### config.mk
export PLATFORM = sky130hd
export DESIGN_NAME = image_ram_arbiter_flat
export DESIGN_NICKNAME = d
export VERILOG_FILES = /design/src/rtl/image_ram_arbiter_if.sv /design/src/rtl/image_ram_arbiter.sv /design/src/flat_wrapper.sv
export SDC_FILE = /design/constraint.sdc
export NUM_CORES = 1
export LEC_CHECK = 0
export ABC_AREA = 1
export CAP_MARGIN = 20
export CORE_ASPECT_RATIO = 2
export CORE_UTILIZATION = 34
export CTS_BUF_LIST = sky130_fd_sc_hd__clkbuf_16
export DETAILED_ROUTE_END_ITERATION = 7
export HOLD_SLACK_MARGIN = 0.15
export PLACE_DENSITY = 0.86
export SETUP_SLACK_MARGIN = 0.3
export SLEW_MARGIN = 20
export SYNTH_ARGS = -nofsm -noshare
export SYNTH_HDL_FRONTEND = slang
export SYNTH_SLANG_ARGS = --single-unit
### constraint.sdc
create_clock -name clk -period 2.3 [get_ports clk]
set_clock_uncertainty 0.15 [all_clocks]
set_input_delay 0.46 -clock clk [delete_from_list [all_inputs] [get_ports clk]]
set_output_delay 0.46 -clock clk [all_outputs]
set_load 0.02 [all_outputs]
### src/rtl/image_ram_arbiter_if.sv
// image_ram_arbiter_if: bundles the decoder write port, the filter
// read/write port and the single-port image RAM bus shared by the arbiter.
//   master : the arbiter's view (drives grants, read return and RAM bus)
//   slave  : the surroundings' view (decoder, filter controller, image RAM)
interface image_ram_arbiter_if #(
  parameter int IMAGE_RAM_ADDRESS_WIDTH = 17,
  parameter int PIXEL_WIDTH             = 8
);

  // Decoder write path
  logic                               dec_req;
  logic                               dec_last;
  logic [IMAGE_RAM_ADDRESS_WIDTH-1:0] dec_address;
  logic [PIXEL_WIDTH-1:0]             dec_data;
  logic                               dec_grant;

  // Filter controller read/write path
  logic                               flt_req;
  logic                               flt_last;
  logic                               flt_WE;
  logic [IMAGE_RAM_ADDRESS_WIDTH-1:0] flt_address;
  logic [PIXEL_WIDTH-1:0]             flt_data_in;
  logic [PIXEL_WIDTH-1:0]             flt_data_out;
  logic                               flt_data_valid;
  logic                               is_image_RAM_available;

  // Image RAM bus
  logic                               image_RAM_CE;
  logic                               image_RAM_WE;
  logic [IMAGE_RAM_ADDRESS_WIDTH-1:0] image_RAM_address;
  logic [PIXEL_WIDTH-1:0]             image_RAM_wdata;
  logic [PIXEL_WIDTH-1:0]             image_RAM_rdata;

  modport master (
    input  dec_req, dec_last, dec_address, dec_data,
    output dec_grant,
    input  flt_req, flt_last, flt_WE, flt_address, flt_data_in,
    output flt_data_out, flt_data_valid, is_image_RAM_available,
    output image_RAM_CE, image_RAM_WE, image_RAM_address, image_RAM_wdata,
    input  image_RAM_rdata
  );

  modport slave (
    output dec_req, dec_last, dec_address, dec_data,
    input  dec_grant,
    output flt_req, flt_last, flt_WE, flt_address, flt_data_in,
    input  flt_data_out, flt_data_valid, is_image_RAM_available,
    input  image_RAM_CE, image_RAM_WE, image_RAM_address, image_RAM_wdata,
    output image_RAM_rdata
  );

endinterface

### src/rtl/image_ram_arbiter.sv
// image_ram_arbiter: shares the single-port image RAM between the JPEG
// decoder write path and the filter controller. A requester owns the RAM
// for a burst of up to MAX_BURST accesses, ended by its last flag, by the
// burst limit or by dropping its request. Every ownership change passes
// through one dead TURNAROUND cycle. Filter reads return one cycle later
// with flt_data_valid.
//
// Build option: define IMAGE_ARB_ROUND_ROBIN_EN to alternate grants on a
// tie; otherwise the decoder always wins a tie.
module image_ram_arbiter #(
  parameter int IMAGE_RAM_ADDRESS_WIDTH = 17,
  parameter int PIXEL_WIDTH             = 8,
  parameter int MAX_BURST               = 64
) (
  input  logic                 clk,
  input  logic                 rst,
  image_ram_arbiter_if.master  bus
);

  localparam int BEAT_W = $clog2(MAX_BURST + 1);
  localparam logic [BEAT_W-1:0] LAST_BEAT = BEAT_W'(MAX_BURST - 1);

`ifdef IMAGE_ARB_ROUND_ROBIN_EN
  localparam bit RR_EN = 1'b1;
`else
  localparam bit RR_EN = 1'b0;
`endif

  typedef enum logic [1:0] {
    IDLE       = 2'd0,
    GRANT_DEC  = 2'd1,
    GRANT_FLT  = 2'd2,
    TURNAROUND = 2'd3
  } state_t;

  typedef enum logic {
    OWNER_DEC = 1'b0,
    OWNER_FLT = 1'b1
  } owner_t;

  state_t      state, next_state;
  owner_t      last_served, next_last_served;
  logic [BEAT_W-1:0] beat_cnt, next_beat_cnt;
  logic        dec_grant_q, flt_grant_q;
  logic        tie_to_flt;

  logic        ram_ce, ram_we;
  logic [IMAGE_RAM_ADDRESS_WIDTH-1:0] ram_address;
  logic [PIXEL_WIDTH-1:0]             ram_wdata;
  logic        flt_read;

  logic        rd_valid_q;
  logic [PIXEL_WIDTH-1:0] rd_hold_q;

  // On a tie the filter only wins when alternation is built in and the
  // decoder was the most recent owner.
  assign tie_to_flt = RR_EN && (last_served == OWNER_DEC);

  // State register, burst beat counter, tie history and registered grants
  // NOTE: sequential state uses non-blocking assignments so every flop
  // samples the pre-edge value of every other flop.
  always_ff @(posedge clk or negedge rst) begin
    if (!rst) begin
      state       <= IDLE;
      beat_cnt    <= '0;
      last_served <= OWNER_FLT;
      dec_grant_q <= 1'b0;
      flt_grant_q <= 1'b0;
    end else begin
      state       <= next_state;
      beat_cnt    <= next_beat_cnt;
      last_served <= next_last_served;
      dec_grant_q <= (next_state == GRANT_DEC);
      flt_grant_q <= (next_state == GRANT_FLT);
    end
  end

  // Arbitration, burst release and RAM bus mux driven by the owner
  // NOTE: every signal gets a default before the case so no path through
  // this block can leave one unassigned and infer a latch.
  always_comb begin
    next_state       = state;
    next_last_served = last_served;
    next_beat_cnt    = beat_cnt;
    ram_ce           = 1'b0;
    ram_we           = 1'b0;
    ram_address      = '0;
    ram_wdata        = '0;
    flt_read         = 1'b0;

    unique case (state)
      IDLE: begin
        next_beat_cnt = '0;
        if (bus.dec_req && bus.flt_req) begin
          next_state = tie_to_flt ? GRANT_FLT : GRANT_DEC;
        end else if (bus.dec_req) begin
          next_state = GRANT_DEC;
        end else if (bus.flt_req) begin
          next_state = GRANT_FLT;
        end
      end

      GRANT_DEC: begin
        ram_address = bus.dec_address;
        ram_wdata   = bus.dec_data;
        ram_ce      = bus.dec_req;
        ram_we      = bus.dec_req;
        if (bus.dec_req) begin
          next_beat_cnt = beat_cnt + BEAT_W'(1);
        end
        // A dropped request ends the burst just like last or the limit.
        if (!bus.dec_req || bus.dec_last || (beat_cnt == LAST_BEAT)) begin
          next_state       = TURNAROUND;
          next_last_served = OWNER_DEC;
        end
      end

      GRANT_FLT: begin
        ram_address = bus.flt_address;
        ram_wdata   = bus.flt_data_in;
        ram_ce      = bus.flt_req;
        ram_we      = bus.flt_req && bus.flt_WE;
        flt_read    = bus.flt_req && !bus.flt_WE;
        if (bus.flt_req) begin
          next_beat_cnt = beat_cnt + BEAT_W'(1);
        end
        if (!bus.flt_req || bus.flt_last || (beat_cnt == LAST_BEAT)) begin
          next_state       = TURNAROUND;
          next_last_served = OWNER_FLT;
        end
      end

      TURNAROUND: begin
        next_beat_cnt = '0;
        next_state    = IDLE;
      end

      default: begin
        next_state = IDLE;
      end
    endcase
  end

  // Filter read return: valid one cycle after a read access, data held
  // between reads
  // NOTE: the image RAM array itself is never reset; only this small
  // capture register is, so flt_data_out reads 0 out of reset.
  always_ff @(posedge clk or negedge rst) begin
    if (!rst) begin
      rd_valid_q <= 1'b0;
      rd_hold_q  <= '0;
    end else begin
      rd_valid_q <= flt_read;
      if (rd_valid_q) begin
        rd_hold_q <= bus.image_RAM_rdata;
      end
    end
  end

  assign bus.dec_grant              = dec_grant_q;
  assign bus.is_image_RAM_available = flt_grant_q;
  assign bus.flt_data_valid         = rd_valid_q;
  // The RAM's data arrives during the valid cycle, so it is passed straight
  // through then and replaced by the held copy afterwards.
  assign bus.flt_data_out           = rd_valid_q ? bus.image_RAM_rdata : rd_hold_q;

  assign bus.image_RAM_CE           = ram_ce;
  assign bus.image_RAM_WE           = ram_we;
  assign bus.image_RAM_address      = ram_address;
  assign bus.image_RAM_wdata        = ram_wdata;

endmodule

### src/flat_wrapper.sv
// flat-port wrapper written by rule: the top's interface ports become plain ports
module image_ram_arbiter_flat 
#(
  parameter int IMAGE_RAM_ADDRESS_WIDTH = 17,
  parameter int PIXEL_WIDTH             = 8,
  parameter int MAX_BURST               = 64
)
  (clk, rst, bus_dec_req, bus_dec_last, bus_dec_address, bus_dec_data, bus_dec_grant, bus_flt_req, bus_flt_last, bus_flt_WE, bus_flt_address, bus_flt_data_in, bus_flt_data_out, bus_flt_data_valid, bus_is_image_RAM_available, bus_image_RAM_CE, bus_image_RAM_WE, bus_image_RAM_address, bus_image_RAM_wdata, bus_image_RAM_rdata);
  image_ram_arbiter_if #(.IMAGE_RAM_ADDRESS_WIDTH(IMAGE_RAM_ADDRESS_WIDTH), .PIXEL_WIDTH(PIXEL_WIDTH)) bus_i ();
  input  logic clk;
  input  logic rst;
  input wire logic [$bits(bus_i.dec_req)-1:0] bus_dec_req;
  input wire logic [$bits(bus_i.dec_last)-1:0] bus_dec_last;
  input wire logic [$bits(bus_i.dec_address)-1:0] bus_dec_address;
  input wire logic [$bits(bus_i.dec_data)-1:0] bus_dec_data;
  output wire logic [$bits(bus_i.dec_grant)-1:0] bus_dec_grant;
  input wire logic [$bits(bus_i.flt_req)-1:0] bus_flt_req;
  input wire logic [$bits(bus_i.flt_last)-1:0] bus_flt_last;
  input wire logic [$bits(bus_i.flt_WE)-1:0] bus_flt_WE;
  input wire logic [$bits(bus_i.flt_address)-1:0] bus_flt_address;
  input wire logic [$bits(bus_i.flt_data_in)-1:0] bus_flt_data_in;
  output wire logic [$bits(bus_i.flt_data_out)-1:0] bus_flt_data_out;
  output wire logic [$bits(bus_i.flt_data_valid)-1:0] bus_flt_data_valid;
  output wire logic [$bits(bus_i.is_image_RAM_available)-1:0] bus_is_image_RAM_available;
  output wire logic [$bits(bus_i.image_RAM_CE)-1:0] bus_image_RAM_CE;
  output wire logic [$bits(bus_i.image_RAM_WE)-1:0] bus_image_RAM_WE;
  output wire logic [$bits(bus_i.image_RAM_address)-1:0] bus_image_RAM_address;
  output wire logic [$bits(bus_i.image_RAM_wdata)-1:0] bus_image_RAM_wdata;
  input wire logic [$bits(bus_i.image_RAM_rdata)-1:0] bus_image_RAM_rdata;
  assign bus_i.dec_req = bus_dec_req;
  assign bus_i.dec_last = bus_dec_last;
  assign bus_i.dec_address = bus_dec_address;
  assign bus_i.dec_data = bus_dec_data;
  assign bus_dec_grant = bus_i.dec_grant;
  assign bus_i.flt_req = bus_flt_req;
  assign bus_i.flt_last = bus_flt_last;
  assign bus_i.flt_WE = bus_flt_WE;
  assign bus_i.flt_address = bus_flt_address;
  assign bus_i.flt_data_in = bus_flt_data_in;
  assign bus_flt_data_out = bus_i.flt_data_out;
  assign bus_flt_data_valid = bus_i.flt_data_valid;
  assign bus_is_image_RAM_available = bus_i.is_image_RAM_available;
  assign bus_image_RAM_CE = bus_i.image_RAM_CE;
  assign bus_image_RAM_WE = bus_i.image_RAM_WE;
  assign bus_image_RAM_address = bus_i.image_RAM_address;
  assign bus_image_RAM_wdata = bus_i.image_RAM_wdata;
  assign bus_i.image_RAM_rdata = bus_image_RAM_rdata;
  image_ram_arbiter #(.IMAGE_RAM_ADDRESS_WIDTH(IMAGE_RAM_ADDRESS_WIDTH), .PIXEL_WIDTH(PIXEL_WIDTH), .MAX_BURST(MAX_BURST)) u_core (.clk(clk), .rst(rst), .bus(bus_i));
endmodule
==> results of run 1 <==
-- report_power, final --
| group | internal, mW | switching, mW |
|---|---|---|
| Clock | 0.232 | 0.126 |
| Combinational | 1.36 | 1.65 |
| Sequential | 0.484 | 0.0716 |
-- worst reg2reg max path, stage by stage (launching register included) --
cell and delay [ns]:
dfrtp_1 0.39, inv_2 0.12, ha_4 0.20, clkbuf_16 0.16
buf_4 0.13, inv_6 0.04, o22ai_4 0.21, inv_4 0.10
o21a_1 0.18
-- per-layer routing --
metal	share of wire, %	track usage, %
met1	33	21.2
met4	3.1	8.57
met3	7.9	5.26
met5	0	0
met2	56	45.0
-- final cells by class --
cell class	count	share of cell area [%]
Clock buffer	3	2.62
Clock inverter	1	0.131
Inverter	15	2.23
Multi-Input combinational cell	149	33.7
Sequential cell	20	17.5
Tap cell	51	2.23
Timing Repair Buffer	124	41.6
-- path summary, 6_finish.rpt --
kind                                          start                         to  depth (start not counted)
worst min register to register  u_core.rd_hold_q[2]        u_core.rd_hold_q[2]                          1
worst min-delay path            u_core.rd_hold_q[2]        u_core.rd_hold_q[2]                          1
min in group asynchronous                       rst        u_core.rd_hold_q[2]                          2
worst max register to register      u_core.state[0]         u_core.beat_cnt[0]                          8
worst max-delay path                u_core.state[1]   bus_image_RAM_address[8]                          6
max in group asynchronous                       rst  u_core.bus.flt_data_valid                          2
-- registers in the layout (all words and copies together) (netlist names) --
signal                             count
u_core.rd_hold_q                       8
u_core.bus.dec_grant                   1
u_core.beat_cnt                        7
u_core.bus.flt_data_valid              1
u_core.bus.is_image_RAM_available      1
u_core.state                           2
-- metrics by stage --
stage	setup TNS [ns]	setup WS, ns	cell area [um^2]
final	0	0.194	2870
after global routing	0	0.124	2870
after CTS	0	0.197	2780
after detailed placement	-1.82	-0.124	2690
after global placement	-1.29	-0.0950	2690
after floorplan	0	0.288	1520
-- cell families (layout without fill, tap and decap cells) --
kind of cell / count (synthesis) / in the layout / synth area share [%]
flops: 20 / 20 / 35.8
buf+inv: 25 / 143 / 8.60
xor+xnor: 1 / 1 / 0.627
simple gates: 94 / 94 / 27.6
fa+ha+maj: 4 / 4 / 3.58
mux: 8 / 8 / 6.45
compound gates: 42 / 42 / 17.3
-- cell usage in the layout, fill, tap and decap left out, drive strengths merged --
master / n
nand2: 76
clkdlybuf4s50: 66
buf: 56
a21oi: 30
dfrtp: 20
inv: 15
o21ai: 9
mux2: 8
nor2: 7
nand4: 5
nand3: 4
clkbuf: 4
ha: 4
nor3: 2
o22ai: 1
o21a: 1
xnor2: 1
o31ai: 1
clkinv: 1
dlymetal6s2s: 1
-- what timing repair did --
item | in CTS | in global routing
cloned | 1 | 1
setup buffers | 3 | 3
pin swaps | 1 | 4
endpoints found under the setup margin | 36 | 32
gates resized for setup | 171 | 24
==> impl_metrics.csv, run 1 <==
group,metric,value,unit
synth,syn-num-nets,263,
synth,synth_ff_type,"dfrtp_1",
critical_path,arrival,1.50,ns
layout,diodes,0,
clock_tree,cts_tree,"built",
drt,drt_iter0_drc,16,
grt,grt_pass1_vias,1915,
run_status,outcome,"complete, no violations",
layout,multi_input_comb_area,966,um^2
critical_path,worstPathMaxFanout,13,
synth,synth.distinct_cells,27,
power_and_ir_drop,pwr_density_cell,1370,nW/um^2
clock_tree,clock_path_buffers,2,
power_and_ir_drop,power.total,3.92,mW
layout,area_growth,105,%
critical_path,required,1.69,ns
layout,fill_cells,281,
grt,grt_antenna_before_repair,0,
critical_path,endpoint_kind,"output pin",
critical_path,cp_cell_sequence,"inv_2 > ha_4 > buf_16 > nand2_1 > a21oi_2 > buf_6",
floorplanning,ios,103,
sta,finalCritPeriodShare,91.6,%
sta,max_slew_margin,82.7,%
sta,worst_hold_slack,0.344,ns
synth,yosysWarnings,0,
synth,synth_top_area_cell,"dfrtp_1",
worst_hold_path,min-delay-path-class,"reg -> reg",
drt,drt-total-wl,4890,um
sta,rsz0062_at_grt,"yes",
grt,grt_start_max_net_pins,21,
clock_tree,postCtsHoldBufs,0,
sta,slew_violations,0,
power_and_ir_drop,leakage,1.21,nW
critical_path,critPathTopFamily,"buffers and inverters",
sta,timing.fmax,475,MHz
critical_path,cp_num_buf_inv,3,
critical_path,worstSetupPathType,"reg -> out",
floorplanning,initial_core_util,36.0,%
synth,ys_seq_area_share,35.8,%
floorplanning,core_area,3880,um^2
layout,regArea,502,um^2
critical_path,critPathMaxStageDelay,0.39,ns
place,dp.cells,351,
clock_tree,clock-root-buffer,"clkbuf_16",
clock_tree,cts_buffers,3,
synth,syn_area,1400,um^2
synth,synth.most_common_cell,"nand2_1",
power_and_ir_drop,peakVddDrop,0.00132,V
synth,synth-async-reset-ratio,100,%
sta,setup_viol,0,
layout,final_util,73.8,%
layout,drive_gt1_share,35.3,%
critical_path,crit_path_start_kind,"flop",
sta,finalHoldViolCount,0,
synth,synthTopCellsByCount,"72 x nand2_1, 28 x a21oi_1, 20 x dfrtp_1",
drt,route.antenna.remaining_nets,0,
run,maxCapViolations,0,
sta,period_needed,2.11,ns
synth,yosys_register_bits,20,
drt,dr_total_vias,1850,
synth,syn_inst,194,
clock_tree,path_clk_slew,0.05,ns
drt,routedWlPerCell,13.5,um
synth,synthTopCellsByArea,"dfrtp_1 36%, nand2_1 19%, a21oi_1 10%",
clock_tree,htree_levels,1,
grt,grt_usage,23.4,%
drt,viasPerCell,5.10,
critical_path,reg2reg_slack,0.53,ns
floorplanning,die_y,92.6,um
floorplanning,die_area,4380,um^2
grt,grt_pass1_wl,7610,um
place,gp_congestion,0.828,
synth,synth_edf_count,0,
layout,fin_cells,363,
synth,synth.top_cell.area_share,35.8,%
critical_path,critPathSlowestCell,"dfrtp_1",
place,place.port_buffers,102,
grt,grt.overflow.total,0,
layout,nets,382,
clock_tree,clk_latency,0.25,ns
floorplanning,num_rows,32,
drt,dr.pass1.iters,4,
clock_tree,cts_sinks,20,
floorplanning,die_w,47.3,um
synth,syn_avg_cell_area,7.20,um^2
sta,max_slew.worst_pin.slew,0.259,ns
place,dp_hpwl,3490,um
drt,drc,0,
No activity file was read; power rests on OpenSTA's default activity.
==> run 2, diff against run 1 <==
--- a/config.mk
+++ b/config.mk
@@ -5,14 +5,13 @@
 export SDC_FILE = /design/constraint.sdc
 export NUM_CORES = 1
 export LEC_CHECK = 0
-export ABC_AREA = 1
 export CAP_MARGIN = 20
 export CORE_ASPECT_RATIO = 2
-export CORE_UTILIZATION = 34
+export CORE_UTILIZATION = 32
 export CTS_BUF_LIST = sky130_fd_sc_hd__clkbuf_16
 export DETAILED_ROUTE_END_ITERATION = 7
 export HOLD_SLACK_MARGIN = 0.15
-export PLACE_DENSITY = 0.86
+export PLACE_DENSITY = 0.85
 export SETUP_SLACK_MARGIN = 0.3
 export SLEW_MARGIN = 20
 export SYNTH_ARGS = -nofsm -noshare
==> run 2 against run 1 <==
The run now ends with setup timing left. Count of clock-buffer cells in the layout is the same. Setup slack lost 0.30 ns. Global-route usage grew 9.2 points. Sequential power grew 5.2%. Utilization grew 13 points. Largest cell class unchanged.
==> impl_metrics.csv, run 2 <==
group,metric,value,unit
run_status,outcome,"finished with violations",
run_status,violations,"setup timing",
sta,tns,-0.418,ns
power_and_ir_drop,leakage,1.31,nW
critical_path,reg2reg_to,"u_core.beat_cnt[3]",
floorplanning,ios,103,
critical_path,r2r-start,"u_core.state[0]",
grt,grt_start_max_net_pins,21,
clock_tree,postCtsHoldBufs,0,
drt,drt_iter0_drc,83,
drt,dr_total_vias,1879,
clock_tree,clock-root-buffer,"clkbuf_16",
synth,yosys_register_bits,20,
place,place.port_buffers,102,
synth,synth.most_common_cell,"nor2_1",
layout,multi_input_comb_area,1060,um^2
synth,syn-num-nets,215,
critical_path,worstPathMaxFanout,6,
synth,synth-async-reset-ratio,100,%
critical_path,reg2regPathDepth,7,
synth,synth.top_cell.area_share,39.8,%
floorplanning,core_area,3680,um^2
critical_path,arrival,1.80,ns
grt,grt_pass1_vias,1898,
run,maxCapViolations,0,
clock_tree,htree_levels,1,
sta,timing.fmax,415,MHz
place,gp_congestion,0.772,
sta,worst_hold_slack,0.354,ns
critical_path,cp-startpoint,"u_core.state[0]",
synth,synthTopCellsByCount,"31 x nor2_1, 25 x a22oi_1, 20 x dfrtp_1",
synth,synth_edf_count,0,
synth,yosysWarnings,0,
synth,synthTopCellsByArea,"dfrtp_1 40%, a22oi_1 15%, nor2_1 9.3%",
drt,drc,0,
synth,syn_inst,146,
synth,ys_seq_area_share,39.8,%
floorplanning,die_area,4200,um^2
layout,drive_gt1_share,52.3,%
layout,fill_cells,153,
power_and_ir_drop,peakVddDrop,0.00129,V
power_and_ir_drop,pwr_density_cell,1630,nW/um^2
grt,grt_pass1_wl,9770,um
power_and_ir_drop,clockPowerShare,6.8,%
place,dp_hpwl,3790,um
layout,largest_reg_flops,8,
power_and_ir_drop,p_int,2.80,mW
power_and_ir_drop,p_seq_share,11.2,%
clock_tree,path_clk_slew,0.06,ns
critical_path,reg2reg_slack,0.32,ns
grt,grt_antenna_before_repair,0,
sta,setup_viol,17,
sta,layout_setup_ws,-0.111,ns
synth,synth_ff_type,"dfrtp_1",
sta,rsz0062_at_grt,"yes",
layout,diodes,0,
clock_tree,clk_latency,0.25,ns
floorplanning,die_w,46.3,um
floorplanning,die_y,90.7,um
synth,syn_area,1260,um^2
floorplanning,initial_core_util,34.1,%
critical_path,crit_path_start_kind,"flop",
drt,route.antenna.remaining_nets,0,
clock_tree,cts_buffers,3,
sta,finalCritPeriodShare,105,%
layout,postLayoutCellArea,3210,um^2
drt,viasPerCell,5.73,
layout,reg.largest.list,"u_core.rd_hold_q: 8 flops, u_core.beat_cnt: 7 flops, u_core.state: 2 flops",
worst_hold_path,hp-start,"u_core.rd_hold_q[2]",
sta,max_slew.worst_pin.slew,0.362,ns
sta,period_needed,2.41,ns
place,placed_area,2680,um^2
clock_tree,clock_path_buffers,2,
synth,syn_avg_cell_area,8.61,um^2
critical_path,required,1.69,ns
layout,layout_commonest_cell,"clkdlybuf4s50_1",
power_and_ir_drop,combPwrFrac,82.0,%
synth,synth_top_area_cell,"dfrtp_1",
synth,synth.distinct_cells,31,
drt,dr.pass1.iters,4,
grt,grt.overflow.total,0,
sta,finalHoldViolCount,0,
power_and_ir_drop,swShare,46.3,%
layout,largest_register,"u_core.rd_hold_q",
floorplanning,num_rows,31,
layout,area_growth,155,%
sta,max_slew_margin,75.6,%
worst_hold_path,hold_depth,1,
layout,nets,349,
clock_tree,cts_sinks,20,
layout,most-common-layout-cells,"66 x clkdlybuf4s50_1, 32 x buf_6, 23 x a22oi_2",
layout,regArea,503,um^2
clock_tree,cts_tree,"built",
worst_hold_path,min_to,"u_core.rd_hold_q[2]",
drt,drt-total-wl,7990,um
sta,slew_violations,0,
power_and_ir_drop,p_sw,2.42,mW
grt,grt_usage,32.6,%
drt,routedWlPerCell,24.4,um
critical_path,endpoint_kind,"output pin",
critical_path,worstSetupPathType,"reg -> out",
worst_hold_path,min-delay-path-class,"reg -> reg",
run 2: changes by cell type in the layout (fill, tap and decap cells not counted), sizes merged, moves of 5 or more:
cell and change:
inv -9, a21oi -28, nand4 -5, nand2 -69, nor2 +24, a22oi +25
buf +13
run 2: routing by layer:
metal / vias up / GRT usage (%) / wire, um
met5: - / 0 / 0
met3: 45 / 8.20 / 730
met2: 147 / 58.2 / 4320
met4: 0 / 21.8 / 554
li1: 793 / - / -
met1: 894 / 28.4 / 2380
run 2: how the worst max path moves through the flow:
stage	cells past startpoint	slack [ns]	end
after detailed placement	5	-0.27	bus_image_RAM_WE
after global placement	5	-0.26	bus_image_RAM_WE
after floorplan	6	0.26	bus_image_RAM_WE
after global routing	7	-0.12	bus_image_RAM_address[4]
final	7	-0.11	bus_image_RAM_address[4]
after CTS	7	0.06	bus_image_RAM_wdata[6]
run 2: worst max-delay path, cell delays in order (launching register included):
cell and delay (ns):
dfrtp_1 0.44, inv_2 0.08, ha_4 0.17, buf_12 0.14, buf_6 0.12, a22oi_2 0.33
nor2_4 0.11, buf_6 0.15
run 2: stage by stage:
| step | total power, mW | std cells | setup slack, ns | util, % |
|---|---|---|---|---|
| 3_5_place_dp | 3.62 | 307 | -0.275 | 72.8 |
| 6_report | 5.22 | 328 | -0.111 | 87.1 |
| 5_1_grt | 5.41 | 328 | -0.122 | 87.1 |
| 4_1_cts | 4.66 | 320 | 0.0558 | 82.6 |
| 2_1_floorplan | 2.31 | 146 | 0.257 | - |
| 3_3_place_gp | 3.55 | 307 | -0.262 | 72.8 |
run 2: final cells by class:
type	instances	share of cell area, %
clock inverters	1	0.117
well taps	49	1.91
multi-input cells	110	33.0
flip-flops and latches	20	15.7
clock buffers	3	2.34
inverters	6	1.01
repair buffers	139	45.9
run 2: power by group through the flow:
stage,clock network (mW),logic [mW],registers [mW]
floorplan,0,1.75,0.559
global placement,0,3.01,0.548
detailed placement,0,3.06,0.556
CTS,0.359,3.74,0.561
global route,0.373,4.44,0.592
finish,0.356,4.28,0.584
run 2: timing repair:
item | CTS | global route
setup buffers | 6 | 7
cloned | 3 | 1
pin swaps | 21 | 13
resized for setup | 213 | 40
setup endpoints to repair | 36 | 36
run 2: logic make-up after synthesis:
group,count (synthesis),share of synthesized area [%]
simple gates,50,17.2
buf+inv,16,4.97
fa+ha+maj,4,3.98
compound gates,47,26.1
flops,20,39.8
mux,9,7.96
==> run 3, diff against run 2 <==
--- a/config.mk
+++ b/config.mk
@@ -13,7 +13,6 @@
 export HOLD_SLACK_MARGIN = 0.15
 export PLACE_DENSITY = 0.85
 export SETUP_SLACK_MARGIN = 0.3
-export SLEW_MARGIN = 20
 export SYNTH_ARGS = -nofsm -noshare
 export SYNTH_HDL_FRONTEND = slang
 export SYNTH_SLANG_ARGS = --single-unit
==> results of run 3 <==
Final layout, timing and power as in run 2 (identical DEF).
